===== config.mk =====
export PLATFORM = sky130hd
export DESIGN_NAME = guard_reset_sequencer
export DESIGN_NICKNAME = d
export VERILOG_FILES = /design/src/rtl/guard_reset_sequencer.sv
export SDC_FILE = /design/constraint.sdc
export NUM_CORES = 1
export LEC_CHECK = 0
export ABC_AREA = 1
export CAP_MARGIN = 20
export CORE_ASPECT_RATIO = 0.9
export CORE_UTILIZATION = 54
export DETAILED_ROUTE_END_ITERATION = 6
export PLACE_DENSITY_LB_ADDON = 0.2
export REMOVE_ABC_BUFFERS = 1
export SYNTH_ARGS = -nofsm -noshare
export SYNTH_HDL_FRONTEND = slang
export SYNTH_SLANG_ARGS = --single-unit

===== constraint.sdc =====
create_clock -name clk_i -period 2.95 [get_ports clk_i]
set_input_delay 0.59 -clock clk_i [delete_from_list [all_inputs] [get_ports clk_i]]
set_output_delay 0.59 -clock clk_i [all_outputs]
set_load 0.02 [all_outputs]

===== src/rtl/guard_reset_sequencer.sv =====
// Guard reset sequencer: recovery controller between the write/read guards
// and the guarded AXI slave port. A guard reset request isolates the slave,
// drains (or times out) outstanding traffic, pulses the slave reset for a
// counted number of cycles, then returns a one-cycle clear to every guard
// that took part in the sequence. Also owns the sticky irq and cause status.
//
// Optional feature macro: GUARD_SEQ_SW_ACK_EN
//   Defined   -> adds sw_ack_i and a HOLD state after RESET; the sequence
//                waits there (slave out of reset, still blocked) until
//                software acknowledges, then issues the clear.
//   Undefined -> RESET goes straight to CLEAR, no sw_ack_i port.
module guard_reset_sequencer #(
    parameter int NumGuards    = 2,
    parameter int RstCycles    = 16,
    parameter int DrainTimeout = 256
) (
    input  logic                 clk_i,
    input  logic                 rst_i,
    input  logic [NumGuards-1:0] guard_reset_req_i,
    output logic [NumGuards-1:0] guard_reset_clear_o,
    input  logic [NumGuards-1:0] en_i,
    output logic [NumGuards-1:0] guard_en_o,
    input  logic                 txn_pending_i,
    output logic                 block_o,
    output logic                 slv_rst_o,
    output logic                 irq_o,
    input  logic                 irq_clear_i,
    output logic [NumGuards-1:0] cause_o,
    output logic                 drain_timeout_o,
    output logic [2:0]           state_o
`ifdef GUARD_SEQ_SW_ACK_EN
    ,
    input  logic                 sw_ack_i
`endif
);

    // One down-counter is shared by DRAIN (timeout) and RESET (pulse length),
    // so it is sized for the larger of the two loads.
    localparam int MaxCnt   = (RstCycles > DrainTimeout) ? RstCycles : DrainTimeout;
    localparam int CntWidth = $clog2(MaxCnt + 1);

    localparam logic [CntWidth-1:0] DrainLoad = CntWidth'(DrainTimeout - 1);
    localparam logic [CntWidth-1:0] RstLoad   = CntWidth'(RstCycles - 1);

    typedef enum logic [2:0] {
        ST_IDLE    = 3'd0,
        ST_ISOLATE = 3'd1,
        ST_DRAIN   = 3'd2,
        ST_RESET   = 3'd3,
        ST_CLEAR   = 3'd4
`ifdef GUARD_SEQ_SW_ACK_EN
        ,
        ST_HOLD    = 3'd5
`endif
    } state_t;

    state_t                state_q, state_d;
    logic [CntWidth-1:0]   cnt_q, cnt_d;
    logic [NumGuards-1:0]  cause_q, cause_d;
    logic                  irq_q, irq_d;
    logic                  dto_q, dto_d;
    logic                  block_q;
    logic                  slv_rst_q;
    logic [NumGuards-1:0]  clear_q;

    // Next-state, counter and status update logic.
    always_comb begin
        // NOTE: every variable gets a default before the case so no path leaves it unassigned (no latch).
        state_d = state_q;
        cnt_d   = cnt_q;
        cause_d = cause_q;
        irq_d   = irq_q;
        dto_d   = dto_q;

        // Software clear first so that a coincident IDLE trigger below wins.
        if (irq_clear_i) begin
            irq_d = 1'b0;
        end

        case (state_q)
            ST_IDLE: begin
                if (|guard_reset_req_i) begin
                    state_d = ST_ISOLATE;
                    cause_d = guard_reset_req_i;
                    irq_d   = 1'b1;
                    dto_d   = 1'b0;
                end
            end
            ST_ISOLATE: begin
                cause_d = cause_q | guard_reset_req_i;
                cnt_d   = DrainLoad;
                state_d = ST_DRAIN;
            end
            ST_DRAIN: begin
                cause_d = cause_q | guard_reset_req_i;
                // An empty port wins over a timeout landing in the same cycle.
                if (!txn_pending_i) begin
                    state_d = ST_RESET;
                    cnt_d   = RstLoad;
                end else if (cnt_q == '0) begin
                    dto_d   = 1'b1;
                    state_d = ST_RESET;
                    cnt_d   = RstLoad;
                end else begin
                    cnt_d = cnt_q - CntWidth'(1);
                end
            end
            ST_RESET: begin
                if (cnt_q == '0) begin
`ifdef GUARD_SEQ_SW_ACK_EN
                    state_d = ST_HOLD;
`else
                    state_d = ST_CLEAR;
`endif
                end else begin
                    cnt_d = cnt_q - CntWidth'(1);
                end
            end
`ifdef GUARD_SEQ_SW_ACK_EN
            ST_HOLD: begin
                if (sw_ack_i) begin
                    state_d = ST_CLEAR;
                end
            end
`endif
            ST_CLEAR: begin
                state_d = ST_IDLE;
            end
            default: begin
                state_d = ST_IDLE;
            end
        endcase
    end

    // State, counter, status and registered outputs (derived from next state).
    always_ff @(posedge clk_i or posedge rst_i) begin
        if (rst_i) begin
            state_q   <= ST_IDLE;
            cnt_q     <= '0;
            cause_q   <= '0;
            irq_q     <= 1'b0;
            dto_q     <= 1'b0;
            block_q   <= 1'b0;
            slv_rst_q <= 1'b0;
            clear_q   <= '0;
        end else begin
            // NOTE: non-blocking assignments so all registers update from pre-edge values.
            state_q   <= state_d;
            cnt_q     <= cnt_d;
            cause_q   <= cause_d;
            irq_q     <= irq_d;
            dto_q     <= dto_d;
            block_q   <= (state_d != ST_IDLE);
            slv_rst_q <= (state_d == ST_RESET);
            clear_q   <= (state_d == ST_CLEAR) ? cause_d : '0;
        end
    end

    // Enqueue gating is combinational so new traffic stops the cycle we leave IDLE.
    assign guard_en_o          = (state_q == ST_IDLE) ? en_i : '0;
    assign block_o             = block_q;
    assign slv_rst_o           = slv_rst_q;
    assign guard_reset_clear_o = clear_q;
    assign irq_o               = irq_q;
    assign cause_o             = cause_q;
    assign drain_timeout_o     = dto_q;
    assign state_o             = state_q;

endmodule

# --- After elaboration in Yosys (flattened, before gate mapping) ---
# Cells that the tools add are included.
totals:
  register_bits: 20
  latchBits: 0
  mem_bits_rw: 0
  mem_bits_ro: 0
  inputBits: 8
  out_inout_bits: 13
  wordCells: 48
  n_memories: 0
classes:
  addsub: 1
  mul: 0
  n_div: 0
  magnitude_cmp: 0
  eq_ne: 9
  shifts: 0
  mux: 20
  bitwise: 1
  n_reduce_logical: 9
ops:
  columns: ["operator", "n"]
  rows:
  - ["$mux W9", 3]
  - ["$pmux W9 S3", 1]
  - ["$mux W3", 4]
  - ["$pmux W3 S4", 1]
  - ["$eq A3 B2 Y1 const B", 3]
  - ["$logic_not A9 Y1", 1]
  - ["$sub A9 B1 Y9 const B", 1]
  - ["$ne A2 B2 Y1 const B", 4]
  - ["$mux W1", 6]
  - ["$mux W2", 3]
  - ["$reduce_bool A3 Y1", 2]
  - ["$pmux W2 S2", 1]
  - ["$reduce_and A4 Y1", 1]
  - ["$reduce_or A2 Y1", 2]
  - ["$eq A3 B1 Y1 const B", 1]
  - ["$eq A3 B3 Y1 const B", 1]
  - ["$logic_not A3 Y1", 1]
  - ["$or A2 B2 Y2", 1]
  - ["$pmux W1 S2", 1]
  - ["$reduce_and A2 Y1", 1]
  - ["$reduce_bool A2 Y1", 1]

# --- Logic depth before layout (Yosys ltp) ---
logic_depth:
  depth_word: 6
  depth_mapped: 11
  ltp_nobuf: 11

# --- Worst setup path before layout ---
# No wires, ideal clock.
synth_path:
  path_type: "register to output"
  startpoint: "register state_q[1] (netlist: state_o[1])"
  endpoint: "output port guard_en_o[0]"
  t_arrival_ps: 1151
  required_time_ps: 2360
  path_slack_ps: 1209
  stages_incl_launch_ff: 6
  n_path_buf: 0
  path_cell_list: "dfrtp_1 > inv_1 > nand2_1 > nor2_1 > inv_1 > nor2_1"
synth_between:
  elab_chain_cells: 2
synth_rtl:
  columns: ["item", "line", "text"]
  rows:
  - ["from (decl)", "57", "state_t state_q, state_d;"]
  - ["from (signal assigned)", "148", "state_q <= state_d;"]
  - ["$logic_not A3 Y1", "160", "assign guard_en_o = (state_q == ST_IDLE) ? en_i : '0;"]
  - ["$mux W2", "160", null]
  - ["to (decl)", "22", "output logic [NumGuards-1:0] guard_en_o,"]
# Every way passes these cells.

# --- Final worst setup path ---
layout_path:
  startpoint: "register state_q[1] (netlist: state_o[1])"
  endpoint: "output port guard_en_o[1]"
# The elaborated chain is that of the path after synthesis.

==> results_dict.tcl <==
set metrics [dict create \
    synth_area_um2 1080 \
    worst_setup_path_end_kind "output pin" \
    wirelength_met1_um 991 \
    regToRegEndpoint "cnt_q[5]" \
    synthFlopType "sky130_fd_sc_hd__dfrtp_1" \
    regToRegStartpoint "cnt_q[0]" \
    cells_after_synth 142 \
    detailed_placer_s_ending_hpwl_mm 1.82 \
    routed_via_density 5.18 \
    maxSlewHeadroom_pct 50.6 \
    synthMostInstantiatedCell "sky130_fd_sc_hd__nand2_1" \
    worst_path_dominant_cell_family "buffers and inverters" \
    holdBufCountCts 0 \
    design.core.area_um2 1770 \
    p_seq_share_pct 37.9 \
    power_mw 1.11 \
    ir_drop_v 0.000541 \
    final_net_count 176 \
    fp.dieH_um 44.4 \
    routed_wl_mm 2.30 \
    setup.worst_path.end "guard_en_o[1]" \
    wire_per_inst_um 12.1 \
    finalMaxSlewViolations 0 \
    ys_warn_count 0 \
    starting_density_pct 61.1 \
    cts_max_path_buffers 2 \
    crit_arrival_ns 1.95 \
    internal_power_mw 0.671 \
    net_switching_power_figure_mw 0.439 \
    hold_viol 0 \
    setup_viol 0 \
    cts_htree_levels 1 \
    dieArea_um2 2190 \
    post_route_cells_drive_above_1_share_pct 11.4 \
    wl_met2_mm 1.13 \
    share_clk_of_total_power_pct 20.3 \
    antenna_left 0 \
    antenna_cells_inserted 0 \
    netlist.area_leader.share_pct 46.3 \
    count_of_max_cap_constraint_violations 0 \
    track_usage_pct 24.8 \
    clock-root-buffer "sky130_fd_sc_hd__clkbuf_4" \
    worstSetupPathType "reg -> out" \
    worstSetupPathDepth 6 \
    peak_per_stage_delay_on_the_critical_path_ns 0.63 \
    core.rowCount 14 \
    rrSetupSlack_ns 1.32 \
    antenna_found_initial 0 \
    result_of_the_run "complete, no violations" \
    synth.top_cells.by_count "sky130_fd_sc_hd__nand2_1 (36), sky130_fd_sc_hd__inv_1 (23), sky130_fd_sc_hd__dfrtp_1 (20), sky130_fd_sc_hd__nor2_1 (18), sky130_fd_sc_hd__nand3_1 (7)" \
    maxUsedRoutingLayer "met4" \
    synth-async-reset-ratio_pct 100 \
    final.setup_skew_ns 0.00121 \
    synth_enable_flop_cells 0 \
    cts_tree "done" \
    worst_hold_path_type "reg -> reg" \
    detailedRoute.firstPassIterationCount 4 \
    proportion_of_total_power_due_to_net_switching_pct 39.5 \
    period_share_pct 86.1 \
    synth.yosys.seq_area_share_pct 46.3 \
    final_period_minus_worst_setup_slack_ns 2.54 \
    clkLatencyLatePin_ns 0.31 \
    synth.top_cells.by_area "sky130_fd_sc_hd__dfrtp_1 (46%), sky130_fd_sc_hd__nand2_1 (13%), sky130_fd_sc_hd__inv_1 (8.0%), sky130_fd_sc_hd__nor2_1 (6.3%), sky130_fd_sc_hd__nand3_1 (3.2%)" \
    synth_cell_type_count 25 \
    ios 21 \
    worst_slew_pin_slew_ns 0.740 \
    avgSynthCellArea_um2 7.61 \
    combinationalPowerShare_pct 41.8 \
    slowest_stage "sky130_fd_sc_hd__clkdlybuf4s50_1" \
    detail_route.iter0.violations 32 \
    cellLeakagePower_nw 0.695 \
    chipWidth_um 49.2 \
    unrepaired_setup_endpoints_after_global_routing "false" \
    remaining_drc_errors 0 \
    synth_seq_cells 20 \
    gp_congestion 0.835 \
    routed-via-count 985 \
    global_route.overflow_total 0 \
    timing.fmax_mhz 394 \
    critical_path.startpoint_type "flip-flop" \
    port_buffers 20 \
    synth_top_cell_by_area "sky130_fd_sc_hd__dfrtp_1" \
    postCtsSetupBuffers 0 \
    cp.required_ns 2.36 \
    area.growth.synth_to_final_pct 26.2 \
    worst_setup_path_startpoint "state_o[1]" \
    cts-buffers-inserted 3 \
    numClockSinks 20 \
    path_cells "inv_1 -> nand2_1 -> nor2_1 -> inv_1 -> nor2_1 -> clkdlybuf4s50_1" \
    tns_ns 0 \
    cts_resized 0 \
    crit_path_max_fanout 4 \
    clkSlewWorstSetupHoldPaths_ns 0.11 \
    via_count_of_the_first_global_routing_pass 968 \
    cellPowerDensity_nw_per_um2 814 \
    grt_start_max_net_pins 21 \
    grt_first_pass_wirelength_mm 3.95 \
    depth_of_the_most_critical_reg_to_reg_path 11 \
    cp.buffers_inverters 3 \
    dr_wl_met3_um 137 \
]
[power groups by stage]
| stage | combinational, mW | clock (mW) | sequential (mW) |
|---|---|---|---|
| after global routing | 0.526 | 0.239 | 0.430 |
| after CTS | 0.464 | 0.228 | 0.419 |
| final | 0.464 | 0.225 | 0.420 |
| after floorplan | 0.313 | 0 | 0.439 |
| after global placement | 0.434 | 0 | 0.422 |
| after detailed placement | 0.462 | 0 | 0.425 |
[registers in the layout (all words and copies together), names as in the netlist]
register,count
irq_o,1
state_o,3
cnt_q,9
cause_o,2
guard_reset_clear_o,2
block_o,1
slv_rst_o,1
drain_timeout_o,1
[cell usage in the layout (no fill, tap or decap), types with 2 or more instances in the layout]
| cell type | instances |
|---|---|
| sky130_fd_sc_hd__a21oi_1 | 4 |
| sky130_fd_sc_hd__a22oi_1 | 2 |
| sky130_fd_sc_hd__clkbuf_4 | 3 |
| sky130_fd_sc_hd__clkdlybuf4s50_1 | 20 |
| sky130_fd_sc_hd__dfrtp_1 | 20 |
| sky130_fd_sc_hd__inv_1 | 23 |
| sky130_fd_sc_hd__inv_2 | 4 |
| sky130_fd_sc_hd__nand2_1 | 36 |
| sky130_fd_sc_hd__nand2_2 | 2 |
| sky130_fd_sc_hd__nand3_1 | 7 |
| sky130_fd_sc_hd__nand4_1 | 4 |
| sky130_fd_sc_hd__nor2_1 | 18 |
| sky130_fd_sc_hd__nor2_2 | 3 |
| sky130_fd_sc_hd__o21ai_0 | 2 |
| sky130_fd_sc_hd__o21ai_1 | 3 |
| sky130_fd_sc_hd__xor2_1 | 3 |
[routing by layer]
metal	up-vias	GRT usage, %
li1	485	-
met1	463	29.6
met2	30	41.4
met3	7	7.22
met4	0	12.9
met5	-	0
[how the worst min path moves through the flow]
| stage | startpoint | end | slack [ns] | cells past startpoint |
|---|---|---|---|---|
| final | drain_timeout_o | drain_timeout_o | 0.53 | 1 |
| after global routing | drain_timeout_o | drain_timeout_o | 0.55 | 1 |
| after CTS | cnt_q[2] | cnt_q[2] | 0.54 | 2 |
| after detailed placement | cnt_q[2] | cnt_q[2] | 0.51 | 2 |
| after global placement | drain_timeout_o | drain_timeout_o | 0.48 | 1 |
| after floorplan | cnt_q[2] | cnt_q[2] | 0.48 | 2 |
[worst register-to-register path: cells and delay by family (launching register included)]
kind,cells,cell delay (ns)
and+or+nand+nor,8,0.78
DFF,1,0.39
adders and majority gates,1,0.24
buffers and inverters,2,0.13
[final cells by class]
class                           count  area, µm²
Clock inverter                      1       30.0
Timing Repair Buffer               20        200
Tap cell                           24       30.0
Clock buffer                        3       22.5
Fill cell                         125        405
Inverter                           29        111
Sequential cell                    20        500
Multi-Input combinational cell     93        469
[through the flow]
stage                     worst slack (ns)  std cells  cell area [µm²]  hold WS (ns)  utilization, %
after floorplan                       1.21        142             1080         0.481               -
after global placement               0.593        186             1310         0.481            74.1
after detailed placement             0.539        186             1310         0.511            74.1
after CTS                            0.406        190             1360         0.539            77.1
after global routing                 0.330        190             1360         0.553            77.1
final                                0.411        190             1360         0.529            77.1
[cell families (layout without fill, tap and decap cells)]
group                      Yosys count  in the layout  synth area share (%)
and+or+nand+nor                     75             75                  31.9
DFF                                 20             20                  46.3
AOI/OAI and AO/OA                   14             14                  7.87
adders and majority gates            1              1                  1.16
xor gates and xnor gates             3              3                  2.43
buffers and inverters               29             53                  10.3
(Power assumes the default switching activity.)
